--- src/rtl/fifo_mem_pkg.sv ---
// fifo_mem_pkg: shared sizing helpers and the output-buffer state type for
// the fifo_mem_ctrl slice.
//   MEM_WORDS(depth) : number of words in a sync_mem of address width depth
//   CNT_W(depth)     : width of the total-occupancy count (memory + 2)
//   buf_state_t      : output-buffer occupancy, doubles as its FSM state
package fifo_mem_pkg;

    function automatic int MEM_WORDS(input int depth);
        return 1 << depth;
    endfunction

    function automatic int CNT_W(input int depth);
        return depth + 2;
    endfunction

    // Encoding equals the number of held words, so it can be used as a count.
    typedef enum logic [1:0] {
        EMPTY = 2'd0,
        ONE   = 2'd1,
        TWO   = 2'd2
    } buf_state_t;

endpackage

--- src/rtl/fifo_out_buf.sv ---
// fifo_out_buf: 2-entry FIFO-ordered output buffer that absorbs the one-cycle
// read latency of sync_mem.
// Ports:
//   clock, resetN : clock and asynchronous active-low reset
//   capture       : write captureData to the tail this edge
//   captureData   : word returning from memory
//   pop           : advance the head this edge (ignored when empty)
//   headValid     : head word present
//   headData      : head word (0 after reset)
//   occupancy     : FSM state, equal to number of words held
module fifo_out_buf
    import fifo_mem_pkg::*;
#(
    parameter int WIDTH = 4
) (
    input  logic             clock,
    input  logic             resetN,
    input  logic             capture,
    input  logic [WIDTH-1:0] captureData,
    input  logic             pop,
    output logic             headValid,
    output logic [WIDTH-1:0] headData,
    output buf_state_t       occupancy
);

    logic [WIDTH-1:0] tailData;

    assign headValid = (occupancy != EMPTY);

    // The controller never captures into a full buffer without a pop in the
    // same cycle, so TWO only has to handle the pop cases.
    always_ff @(posedge clock or negedge resetN) begin
        if (!resetN) begin
            occupancy <= EMPTY;
            headData  <= '0;
            tailData  <= '0;
        end else begin
            case (occupancy)
                EMPTY: begin
                    if (capture) begin
                        headData  <= captureData;
                        occupancy <= ONE;
                    end
                end
                ONE: begin
                    if (capture && pop) begin
                        headData <= captureData;
                    end else if (capture) begin
                        tailData  <= captureData;
                        occupancy <= TWO;
                    end else if (pop) begin
                        occupancy <= EMPTY;
                    end
                end
                TWO: begin
                    if (pop) begin
                        headData <= tailData;
                        if (capture) tailData  <= captureData;
                        else         occupancy <= ONE;
                    end
                end
                default: occupancy <= EMPTY;
            endcase
        end
    end

endmodule

--- src/rtl/fifo_mem_ctrl.sv ---
// fifo_mem_ctrl: first-word-fall-through valid/ready FIFO built on sync_mem.
// Port 0 of the memory is write-only, port 1 read-only. A 2-entry output
// buffer hides the 1-cycle read latency, giving one word per cycle.
// Optional feature: define FIFO_ALMOST_FULL_EN to add the registered
// almostFull output (memCount >= ALMOST_FULL_LVL).
// Ports:
//   clock, resetN              : clock, asynchronous active-low reset
//   pushValid/pushReady/pushData : upstream stream
//   popValid/popReady/popData    : downstream stream (head word)
//   count                      : total words held (memory + in flight + buffer)
//   memWriteEnable0/memWriteData0/memAddress0 : sync_mem write port
//   memWriteEnable1/memWriteData1/memAddress1 : sync_mem read port controls
//   memReadData1               : sync_mem registered read data
//   almostFull                 : (FIFO_ALMOST_FULL_EN only)
// Handshake: a word moves on a rising edge where valid and ready are both
// high; valid never depends on ready, and ready is low throughout reset.
module fifo_mem_ctrl
    import fifo_mem_pkg::*;
#(
    parameter int DEPTH           = 4,
    parameter int WIDTH           = 4,
    parameter int ALMOST_FULL_LVL = 2**DEPTH - 2
) (
    input  logic                      clock,
    input  logic                      resetN,
    input  logic                      pushValid,
    output logic                      pushReady,
    input  logic [WIDTH-1:0]          pushData,
    output logic                      popValid,
    input  logic                      popReady,
    output logic [WIDTH-1:0]          popData,
    output logic [CNT_W(DEPTH)-1:0]   count,
    output logic                      memWriteEnable0,
    output logic [WIDTH-1:0]          memWriteData0,
    output logic [DEPTH-1:0]          memAddress0,
    output logic                      memWriteEnable1,
    output logic [WIDTH-1:0]          memWriteData1,
    output logic [DEPTH-1:0]          memAddress1,
    input  logic [WIDTH-1:0]          memReadData1
`ifdef FIFO_ALMOST_FULL_EN
    ,
    output logic                      almostFull
`endif
);

    localparam int CW = CNT_W(DEPTH);
    localparam logic [DEPTH:0] MEM_FULL = (DEPTH+1)'(MEM_WORDS(DEPTH));

    logic [DEPTH-1:0] wrPtr;
    logic [DEPTH-1:0] rdPtr;
    logic [DEPTH:0]   memCount;      // one extra bit separates full from empty
    logic             inFlight;      // a read issued last cycle returns now
    logic             outOfReset;    // holds pushReady low until the first edge after reset
    buf_state_t       bufState;
    logic [1:0]       outCount;
    logic             pushFire;
    logic             popFire;
    logic             issue;
    logic [2:0]       slotsUsed;
    logic [DEPTH:0]   memCountNext;
    logic [1:0]       outCountNext;

    assign outCount  = bufState;
    assign pushReady = outOfReset && (memCount != MEM_FULL);
    assign pushFire  = pushValid && pushReady;
    assign popFire   = popValid && popReady;

    // Buffer slots already committed, crediting a pop happening this cycle,
    // so a full buffer being popped still issues and streaming has no bubble.
    assign slotsUsed = {1'b0, outCount} + {2'b0, inFlight} - {2'b0, popFire};
    assign issue     = (memCount != '0) && (slotsUsed < 3'd2);

    assign memCountNext = memCount + (DEPTH+1)'(pushFire) - (DEPTH+1)'(issue);
    assign outCountNext = outCount + {1'b0, inFlight} - {1'b0, popFire};

    assign memWriteEnable0 = pushFire;
    assign memAddress0     = wrPtr;
    assign memWriteData0   = pushData;
    assign memWriteEnable1 = 1'b0;
    assign memWriteData1   = '0;
    assign memAddress1     = rdPtr;

    always_ff @(posedge clock or negedge resetN) begin
        if (!resetN) begin
            wrPtr      <= '0;
            rdPtr      <= '0;
            memCount   <= '0;
            inFlight   <= 1'b0;
            outOfReset <= 1'b0;
            count      <= '0;
        end else begin
            outOfReset <= 1'b1;
            if (pushFire) wrPtr <= wrPtr + 1'b1;
            if (issue)    rdPtr <= rdPtr + 1'b1;
            memCount <= memCountNext;
            inFlight <= issue;
            count    <= CW'(memCountNext) + CW'(issue) + CW'(outCountNext);
        end
    end

`ifdef FIFO_ALMOST_FULL_EN
    // Registered from the current memCount: rises the edge after the
    // threshold is reached.
    always_ff @(posedge clock or negedge resetN) begin
        if (!resetN) almostFull <= 1'b0;
        else         almostFull <= (memCount >= (DEPTH+1)'(ALMOST_FULL_LVL));
    end
`endif

    fifo_out_buf #(
        .WIDTH (WIDTH)
    ) u_out_buf (
        .clock       (clock),
        .resetN      (resetN),
        .capture     (inFlight),
        .captureData (memReadData1),
        .pop         (popFire),
        .headValid   (popValid),
        .headData    (popData),
        .occupancy   (bufState)
    );

endmodule

--- config.mk ---
export PLATFORM = sky130hd
export DESIGN_NAME = fifo_mem_ctrl
export DESIGN_NICKNAME = d
export VERILOG_FILES = /design/src/rtl/fifo_mem_pkg.sv /design/src/rtl/fifo_out_buf.sv /design/src/rtl/fifo_mem_ctrl.sv
export SDC_FILE = /design/constraint.sdc
export NUM_CORES = 1
export LEC_CHECK = 0
export ABC_AREA = 1
export CELL_PAD_IN_SITES_DETAIL_PLACEMENT = 1
export CELL_PAD_IN_SITES_GLOBAL_PLACEMENT = 1
export CORE_AREA = 2 2 69 71
export CTS_BUF_LIST = sky130_fd_sc_hd__clkbuf_4 sky130_fd_sc_hd__clkbuf_8
export CTS_CLUSTER_DIAMETER = 200
export CTS_CLUSTER_SIZE = 25
export DETAILED_ROUTE_END_ITERATION = 10
export DIE_AREA = 0 0 71 73
export PLACE_DENSITY_LB_ADDON = 0.08
export SLEW_MARGIN = 5
export SYNTH_ARGS = -nofsm -noshare
export SYNTH_HDL_FRONTEND = slang
export SYNTH_SLANG_ARGS = --single-unit
--- constraint.sdc ---
create_clock -name clock -period 8.1 [get_ports clock]
set_clock_uncertainty 0.1 [all_clocks]
set_input_delay 2.025 -clock clock [delete_from_list [all_inputs] [get_ports clock]]
set_output_delay 2.025 -clock clock [all_outputs]
set_load 0.02 [all_outputs]
-- After elaboration in Yosys (flattened, before gate mapping)
Cells that the tools add are included.
- word-level logic and storage cells: 57
- bits in registers: 31
- input port bits: 12
- output and inout port bits: 30
- reduce and logical (&&, ||, !) cells: 13
- order comparisons: 1
- muxes and demuxes: 15
- add/subtract/negate cells: 10
- equal/unequal tests: 9
- operators with widths (operator ; number):
    $mux W4 ; 6
    $mux W2 ; 6
    $pmux W4 S3 ; 1
    $add A4 B1 Y4 const B ; 2
    $ne A2 B2 Y1 const B ; 4
    $pmux W4 S2 ; 1
    $add A5 B1 Y6 ; 1
    $add A6 B2 Y6 ; 1
    $pmux W2 S3 ; 1
    $add A5 B1 Y5 ; 1
    $logic_and A1 B1 Y1 ; 5
    $ne A5 B5 Y1 const B ; 1
    $reduce_and A5 Y1 ; 1
    $reduce_bool A5 Y1 ; 1
    $sub A5 B1 Y5 ; 1
    $reduce_and A4 Y1 ; 1
    $reduce_bool A2 Y1 ; 2
    $add A2 B1 Y3 ; 1
    $lt A3 B2 Y1 const B ; 1
    $ne A3 B3 Y1 const B ; 1
    $reduce_and A3 Y1 ; 1
    $reduce_bool A3 Y1 ; 1
    $sub A3 B1 Y3 ; 1
    $add A2 B1 Y2 ; 1
    5 further kinds ; 5

-- Logic depth before layout (Yosys ltp)
Gate-level depths: netlist of the first run.
- depth after elaboration: 8
- mapped depth: 21
- mapped depth without buffers: 21

-- Cells and area by module
A second synthesis of the first run with hierarchy kept.
- cells, all modules: 217
- area, all modules: 1805.5 µm²
- modules (own cells, without submodules) (module ; sequential area each (µm²) ; cells each ; instances ; area an instance (µm²)):
    fifo_mem_ctrl ; 525.5 ; 145 ; 1 ; 1268.7
    fifo_out_buf ; 250.2 ; 72 ; 1 ; 536.8

-- Least setup slack after synthesis of the first run
Ideal clock, no wire load.
- path kind: input-to-reg
- start: in popReady
- end: reg count[4]
- setup time: 0.117 ns
- setup slack: 2.852 ns
- arrival: 5.030 ns
- required time: 7.883 ns
- stages on the path: 20
- buffers on the path: 0
- cells stage by stage: inv_1 > nand2_1 > nand2_1 > ha_1 > inv_1 > fa_1 > inv_1 > nor2_1 > nand2_2 > inv_1 > ha_1 > inv_1 > ha_1 > fa_1 > inv_1 > fa_1 > nor2_1 > nand3_1 > nand2_1 > nand2_1
- longest elaborated chain between the ends: 7
- elaborated cells between the ends (all ways): 8
- those cells by class: add/sub (5); order compare (1); reduce/logical (2)
- RTL lines (item ; RTL line ; source):
    from (decl) ; fifo_mem_ctrl.sv:30 ; input logic popReady,
    $logic_and A1 B1 Y1 ; fifo_mem_ctrl.sv:66 ; assign popFire = popValid && popReady;
    $sub A3 B1 Y3 ; fifo_mem_ctrl.sv:70 ; assign slotsUsed = {1'b0, outCount} + {2'b0, inFlight} - {2'b0, popFire};
    $lt A3 B2 Y1 ; fifo_mem_ctrl.sv:71 ; assign issue = (memCount != '0) && (slotsUsed < 3'd2);
    $logic_and A1 B1 Y1 ; fifo_mem_ctrl.sv:71 ;
    via issue ; fifo_mem_ctrl.sv:58 ; logic issue;
    $sub A5 B1 Y5 ; fifo_mem_ctrl.sv:73 ; assign memCountNext = memCount + (DEPTH+1)'(pushFire) - (DEPTH+1)'(issue);
    via memCountNext[1] ; fifo_mem_ctrl.sv:60 ; logic [DEPTH:0] memCountNext;
    $add A5 B1 Y6 ; fifo_mem_ctrl.sv:97 ; count <= CW'(memCountNext) + CW'(issue) + CW'(outCountNext);
    $add A6 B2 Y6 ; fifo_mem_ctrl.sv:97 ;
    to (signal assigned) ; fifo_mem_ctrl.sv:97 ;
    to (decl) ; fifo_mem_ctrl.sv:32 ; output logic [CNT_W(DEPTH)-1:0] count,
The timed path passes the listed nets, and every way through them passes these cells.
A chain may end at the register's enable or synchronous reset.

-- Final worst setup path of the first run
Same ends and word-level chain as after synthesis.

==> results.md, run 1 <==
- First-pass GRT wire length: 6430 microns
- CP Class: input pin to flip-flop
- Hold_sp: u_out_buf.tailData[2]$_DFFE_PN0P_
- Drt first pass iters: 4
- Post-layout min period: 5.86 ns
- Total of max-cap violations: 0
- NetSw: 0.516 mW
- Wirelength per Cell: 13.0 microns
- Design Area, Final: 2090 sq um
- Critical path's largest stage delay: 0.55 ns
- Commonest non-fill, non-tap cell in the layout: nand2_1
- Routed vias: 1346
- Largest net degree at the start of global routing: 32
- Final slew viol count: 0
- Grt ovf: 0
- RR Startpoint: u_out_buf.occupancy[1]$_DFFE_PN0P_
- Worst path bufs/invs: 7
- CTS tree: yes
- Core footprint: 4540 sq um
- Clock Latency Late Sink: 0.28 ns
- Comb pwr share: 62.1%
- DR iter-0 viols: 38
- Register bit total from synthesis: 31
- CP top delay family: adder cells
- Int Power: 0.580 mW
- Starting Density: 37.5%
- Commonest cells after routing, fill and taps aside: 51 x nand2_1, 31 x dfrtp_1, 30 x inv_1, 28 x clkdlybuf4s50_1, 15 x nand3_1
- Final HPWL DP: 2890 microns
- Unrepaired setup endpoints after global routing: false
- Setup bufs post-CTS: 0
- Power Density: 524 nW/um^2
- Mapped Cells: 200
- Area delta synth->final: 23.0%
- I/O pin cnt: 42
- Lkg Pwr: 1.08 nW
- Total Routing Usage GR: 16.0%
- H-tree depth: 2
- CP required: 8.17 ns
- Initial antenna violation count: 0
- Period utilisation layout: 72.3%
- Clock sink count: 31
- Synthesized area: 1700 sq um
- Critical Path Sink Type: flip-flop
- Hold WC Path Type: flip-flop to flip-flop
- Sw frac: 47.1%
- Maximum vdd drop: 0.220 mV
- Routed Antenna Nets: 0
- Arr. time, crit path: 5.93 ns
- CTS Buffer Depth: 2
- Clock power frac: 11.2%
- Sequential Power Share: 26.8%
- Register area share after synthesis: 45.6%
- R2R Path End: count[4]$_DFF_PN0_
- Fmax: 0.171 GHz
- Critical Path Slowest Stage Cell: fa_1
- R2R cell count: 19
- Clock transition at path regs: 0.06 ns
- Die W: 71 microns
- TNS Setup: 0 ns
- Hold buffers post-CTS: 0
- Die Ht: 73 microns
- # nets final: 257
- Status: completed
- Die Area: 5180 sq um
- Total CTS buffers: 5
- Residual DRC count: 0
- Final hold vios: 0
- IO buf count: 28
- Synthesis warning total: 0
- Synth unique cells: 17
- Worst setup path startpoint: popReady
- CP most frequent cell: inv_1
- Number of global-route vias before repair: 1412
- DR vias/cell: 4.71
- GPL Wtd Cong: 0.789
- CP Cell Sequence: clkdlybuf4s50_1, inv_1, nand2_1, nand2_1, ha_1, inv_1, fa_1, inv_1, nor2_1, nand2_2, inv_1, ha_1, inv_1, ha_1, fa_1, inv_1, fa_1, nor2_1, nand3_1, nand2_1, nand2_1
- Syn Area/Cell: 8.51 sq um
- Crit. path cell count: 21
- Resized cells post-CTS: 0
- Share of post-route cells with drive strength above 1: 6.03%
- FP Rows: 25
- Flop-to-flop setup slack: 4.05 ns
- Antenna cells: 0
- Worst-path maximum fanout: 6
- CP Launch Type: input pin
- Placed cell areas: 2000 sq um
- CP endpoint: count[4]$_DFF_PN0_
- Final setup violation count: 0
- CTS Root Cell: clkbuf_8
- Final wirelength: 3730 microns
[per-stage QoR]
stage               setup slack (ns)  std cells  util (%)  total power, mW  hold WS [ns]
finish                          2.24        286      46.2             1.10         0.393
global route                    1.93        286      46.2             1.23         0.421
CTS                             2.23        286      46.2             1.12         0.396
detailed placement              1.97        278      44.2            0.984         0.382
global placement                2.16        278      44.2            0.954         0.369
floorplan                       2.85        204         -            0.757         0.354
[flip-flops by register name, indices dropped and copies added (netlist names)]
register and flops:
memAddress0 4, memCount 5, count 6, memAddress1 4, outOfReset 1, inFlight 1, u_out_buf.occupancy 2, u_out_buf.tailData 4
u_out_buf.headData 4
[routing by layer]
metal	share of wire (%)	vias up	routed length (microns)	GRT usage, %
met5	0	-	0	0
met4	0.97	0	36	6.71
met3	3.6	7	133	4.42
met2	52	19	1940	27.3
met1	43	648	1620	19.1
li1	-	672	-	-
[synth_stat cells]
| library cell | n | area [sq um] |
|---|---|---|
| a21oi_1 | 10 | 50.1 |
| buf_4 | 9 | 67.6 |
| conb_1 | 2 | 7.51 |
| dfrtp_1 | 31 | 776 |
| fa_1 | 4 | 80.1 |
| ha_1 | 10 | 125 |
| inv_1 | 30 | 113 |
| nand2_1 | 51 | 191 |
| nand2_2 | 4 | 25.0 |
| nand3_1 | 15 | 75.1 |
| nand3_2 | 1 | 10.0 |
| nand4_1 | 3 | 18.8 |
| nor2_1 | 11 | 41.3 |
| o21ai_0 | 8 | 40.0 |
| o21ai_1 | 4 | 20.0 |
| xnor2_1 | 5 | 43.8 |
| xor2_1 | 2 | 17.5 |
[power by group through the flow]
stage               clock network [mW]  logic [mW]  registers [mW]
floorplan                            0       0.419           0.338
global placement                     0       0.662           0.292
detailed placement                   0       0.686           0.298
CTS                              0.127       0.695           0.295
global route                     0.134       0.788           0.305
finish                           0.122       0.680           0.293
[cells by family after synthesis]
| logic type | synth area share, % |
|---|---|
| and+or+nand+nor | 21.2 |
| buffers and inverters | 10.6 |
| DFF | 45.6 |
| AOI/OAI and AO/OA | 6.47 |
| adders and majority gates | 12.1 |
| xor gates and xnor gates | 3.60 |
| other | 0.441 |
[worst min-delay path by stage]
stage          depth (start not counted)  slack (ns)                                end
2_1_floorplan                          2        0.35  u_out_buf.tailData[0]$_DFFE_PN0P_
3_3_place_gp                           2        0.37  u_out_buf.tailData[1]$_DFFE_PN0P_
3_5_place_dp                           2        0.38  u_out_buf.tailData[2]$_DFFE_PN0P_
4_1_cts                                2        0.40  u_out_buf.tailData[2]$_DFFE_PN0P_
5_1_grt                                2        0.42  u_out_buf.tailData[0]$_DFFE_PN0P_
6_report                               2        0.39  u_out_buf.tailData[2]$_DFFE_PN0P_
[layout make-up]
type                    count  area [sq um]
clock buffers               7          83.8
clock inverters             1          5.00
fillers                   550          2440
inverters                  30           113
multi-input cells         134           761
flip-flops and latches     31           776
well taps                  54          67.6
repair buffers             29           288
[worst register-to-register path: cells and delay by family, from the launching register on]
family,cells,cell delay [ns]
flip-flops,1,0.50
AND/OR/NAND/NOR,8,0.82
buffers and inverters,5,0.41
adder cells (fa/ha/maj),6,2.12
(Power assumes the default switching activity.)
==> inputs of run 2 (changes only) <==
Settings changed: CORE_AREA 2 2 69 71 to 2 2 74 76, DIE_AREA 0 0 71 73 to 0 0 76 78.
Clock period 8.1 ns to 5.05 ns, I/O delays scaled along.
==> run 2 against run 1 <==
Effect of this change:
- register-to-register slack worse by 2.7 ns
- total power up 65%
- via count up 2.3%
- clock power up 79%
- combinational power up 65%
==> results.md, run 2 (synthesized netlist as in run 1, its figures left out) <==
- Status: completed
- Hold WC Path Type: flip-flop to flip-flop
- Fin cells: 307 (+7.3%)
- Arr. time, crit path: 4.82 ns (-1.11 ns)
- Unrepaired setup endpoints after global routing: false
- DR vias/cell: 4.49 (-4.7%)
- CTS Buffer Depth: 2 (unchanged)
- Commonest non-fill, non-tap cell in the layout: nand2_1
- Lkg Pwr: 1.11 nW (+2.7%)
- Fmax: 0.210 GHz
- GPL Wtd Cong: 0.819 (+3.9%)
- Max reg flops: 6 (unchanged)
- Worst hold margin: 0.387 ns (-0.00628 ns)
- Gr busiest metal: met2
- Final slew viol count: 0 (unchanged)
- Die Area: 5930 sq um (+14%)
- RR Startpoint: u_out_buf.occupancy[1]$_DFFE_PN0P_
- Wirelength per Cell: 12.3 microns (-5.7%)
- Fill cells: 614 (+12%)
- Total Routing Usage GR: 14.2% (-1.8 points)
- I/O pin cnt: 42 (unchanged)
- Register area: 776 sq um (unchanged)
- Power Density: 835 nW/um^2 (+59%)
- Final HPWL DP: 2990 microns (+3.4%)
- Total of max-cap violations: 0 (unchanged)
- Drt first pass iters: 4 (unchanged)
- Flop-to-flop setup slack: 1.33 ns (-2.72 ns)
- Setup bufs post-CTS: 0 (unchanged)
- DR iter-0 viols: 37 (-2.6%)
- Number of global-route vias before repair: 1453 (+2.9%)
- Antenna cells: 0 (unchanged)
- Commonest cells after routing, fill and taps aside: 51 x nand2_1, 31 x dfrtp_1, 30 x inv_1, 28 x clkdlybuf4s50_1, 15 x nand3_1
- Final wirelength: 3770 microns (+1.2%)
- CP Class: input pin to flip-flop
- Resized cells post-CTS: 0 (unchanged)
- TNS Setup: 0 ns (unchanged)
- CTS Root Cell: clkbuf_8
- CP required: 5.12 ns (-3.05 ns)
- Share of post-route cells with drive strength above 1: 8.02% (+2.0 points)
- Die Ht: 78 microns (+6.8%)
- Largest Register: count
- Die W: 76 microns (+7.0%)
- Inst Count DP: 299 (+7.6%)
- Worst-path maximum fanout: 4 (-2)
- R2R Path End: count[4]$_DFF_PN0_
- FP Rows: 26 (+4.0%)
- Grt ovf: 0 (unchanged)
- CP endpoint: count[4]$_DFF_PN0_
- Largest regs: count x6, memCount x5
- # nets final: 262 (+1.9%)
- Final setup violation count: 0 (unchanged)
- Clock Latency Late Sink: 0.28 ns (about the same)
- Initial antenna violation count: 0 (unchanged)
- Maximum vdd drop: 0.271 mV (+23%)
- Pwr Total: 1.81 mW (+65%)
- CP Launch Type: input pin
- R2R cell count: 19 (unchanged)
- Routing usage on met1: 16.9% (-2.1 points)
- Residual DRC count: 0 (unchanged)
- CTS tree: yes
- Total CTS buffers: 5 (unchanged)
- Routed vias: 1377 (+2.3%)
- Hold buffers post-CTS: 0 (unchanged)
- Final hold vios: 0 (unchanged)
- Period utilisation layout: 94.1%
- GR Layer Usage met3: 3.49% (-0.93 points)
- Area delta synth->final: 27.3%
- First-pass GRT wire length: 6780 microns (+5.4%)
- Post-layout min period: 4.75 ns
- Largest net degree at the start of global routing: 32 (unchanged)
- Critical Path Sink Type: flip-flop
- Starting Density: 33.7% (-3.8 points)
- H-tree depth: 2 (unchanged)
- Routed Antenna Nets: 0 (unchanged)
- Clock transition at path regs: 0.06 ns (about the same)
- Worst setup path startpoint: popReady
- IO buf count: 28 (unchanged)
- Met2 usage: 24.9% (-2.4 points)
- Clock sink count: 31 (unchanged)
- Core footprint: 5040 sq um (+11%)
- Area of the multi-input gates: 761 sq um (unchanged)
## run 2: how the worst min path moves through the flow
stage / startpoint / endpoint / slack [ns] / depth (start not counted)
2_1_floorplan: u_out_buf.tailData[0]$_DFFE_PN0P_ / u_out_buf.tailData[0]$_DFFE_PN0P_ / 0.35 / 2
3_3_place_gp: u_out_buf.tailData[1]$_DFFE_PN0P_ / u_out_buf.tailData[1]$_DFFE_PN0P_ / 0.37 / 2
3_5_place_dp: u_out_buf.tailData[1]$_DFFE_PN0P_ / u_out_buf.tailData[1]$_DFFE_PN0P_ / 0.38 / 2
4_1_cts: u_out_buf.tailData[1]$_DFFE_PN0P_ / u_out_buf.tailData[1]$_DFFE_PN0P_ / 0.39 / 2
5_1_grt: u_out_buf.tailData[0]$_DFFE_PN0P_ / u_out_buf.tailData[0]$_DFFE_PN0P_ / 0.42 / 2
6_report: u_out_buf.tailData[1]$_DFFE_PN0P_ / u_out_buf.tailData[1]$_DFFE_PN0P_ / 0.39 / 2
## run 2: power by group
part / internal [mW] / total (mW) / switching (mW)
Sequential: 0.383 / 0.470 / 0.0865
Clock: 0.130 / 0.218 / 0.0880
Combinational: 0.465 / 1.12 / 0.655
## run 2: cell type report
cell class,count,share of cell area [%]
Clock buffer,8,4.79
Inverter,30,5.20
Multi-Input combinational cell,134,35.1
Sequential cell,31,35.8
Tap cell,70,4.04
Timing Repair Buffer,34,15.0
## run 2: worst max-delay path, cell delays in order
cell             delay [ns]
clkdlybuf4s50_1        0.50
inv_1                  0.09
nand2_1                0.08
nand2_1                0.06
ha_1                   0.17
inv_1                  0.06
fa_1                   0.43
inv_1                  0.09
nor2_1                 0.06
nand2_2                0.06
inv_1                  0.06
ha_1                   0.27
inv_1                  0.04
ha_1                   0.20
fa_1                   0.54
inv_1                  0.07
fa_1                   0.42
nor2_1                 0.16
nand3_1                0.09
nand2_1                0.06
nand2_1                0.05
## run 2: routing by layer
metal,up-vias,share of wire [%]
li1,682,-
met1,668,43
met2,21,52
met3,6,3.7
met4,0,1.5
met5,-,0
## run 2: through the flow
stage | utilization, % | setup slack, ns | area (sq um)
2_1_floorplan | - | 0.565 | 1720
4_1_cts | 43.0 | 0.270 | 2170
3_5_place_dp | 40.9 | 0.0202 | 2060
6_report | 43.0 | 0.299 | 2170
3_3_place_gp | 40.9 | 0.108 | 2060
5_1_grt | 43.0 | 0.0421 | 2170
==> inputs of run 3 (changes only) <==
Settings changed: CAP_MARGIN set to 20.
==> results of run 3 <==
Final layout, timing and power as in run 2 (identical DEF).
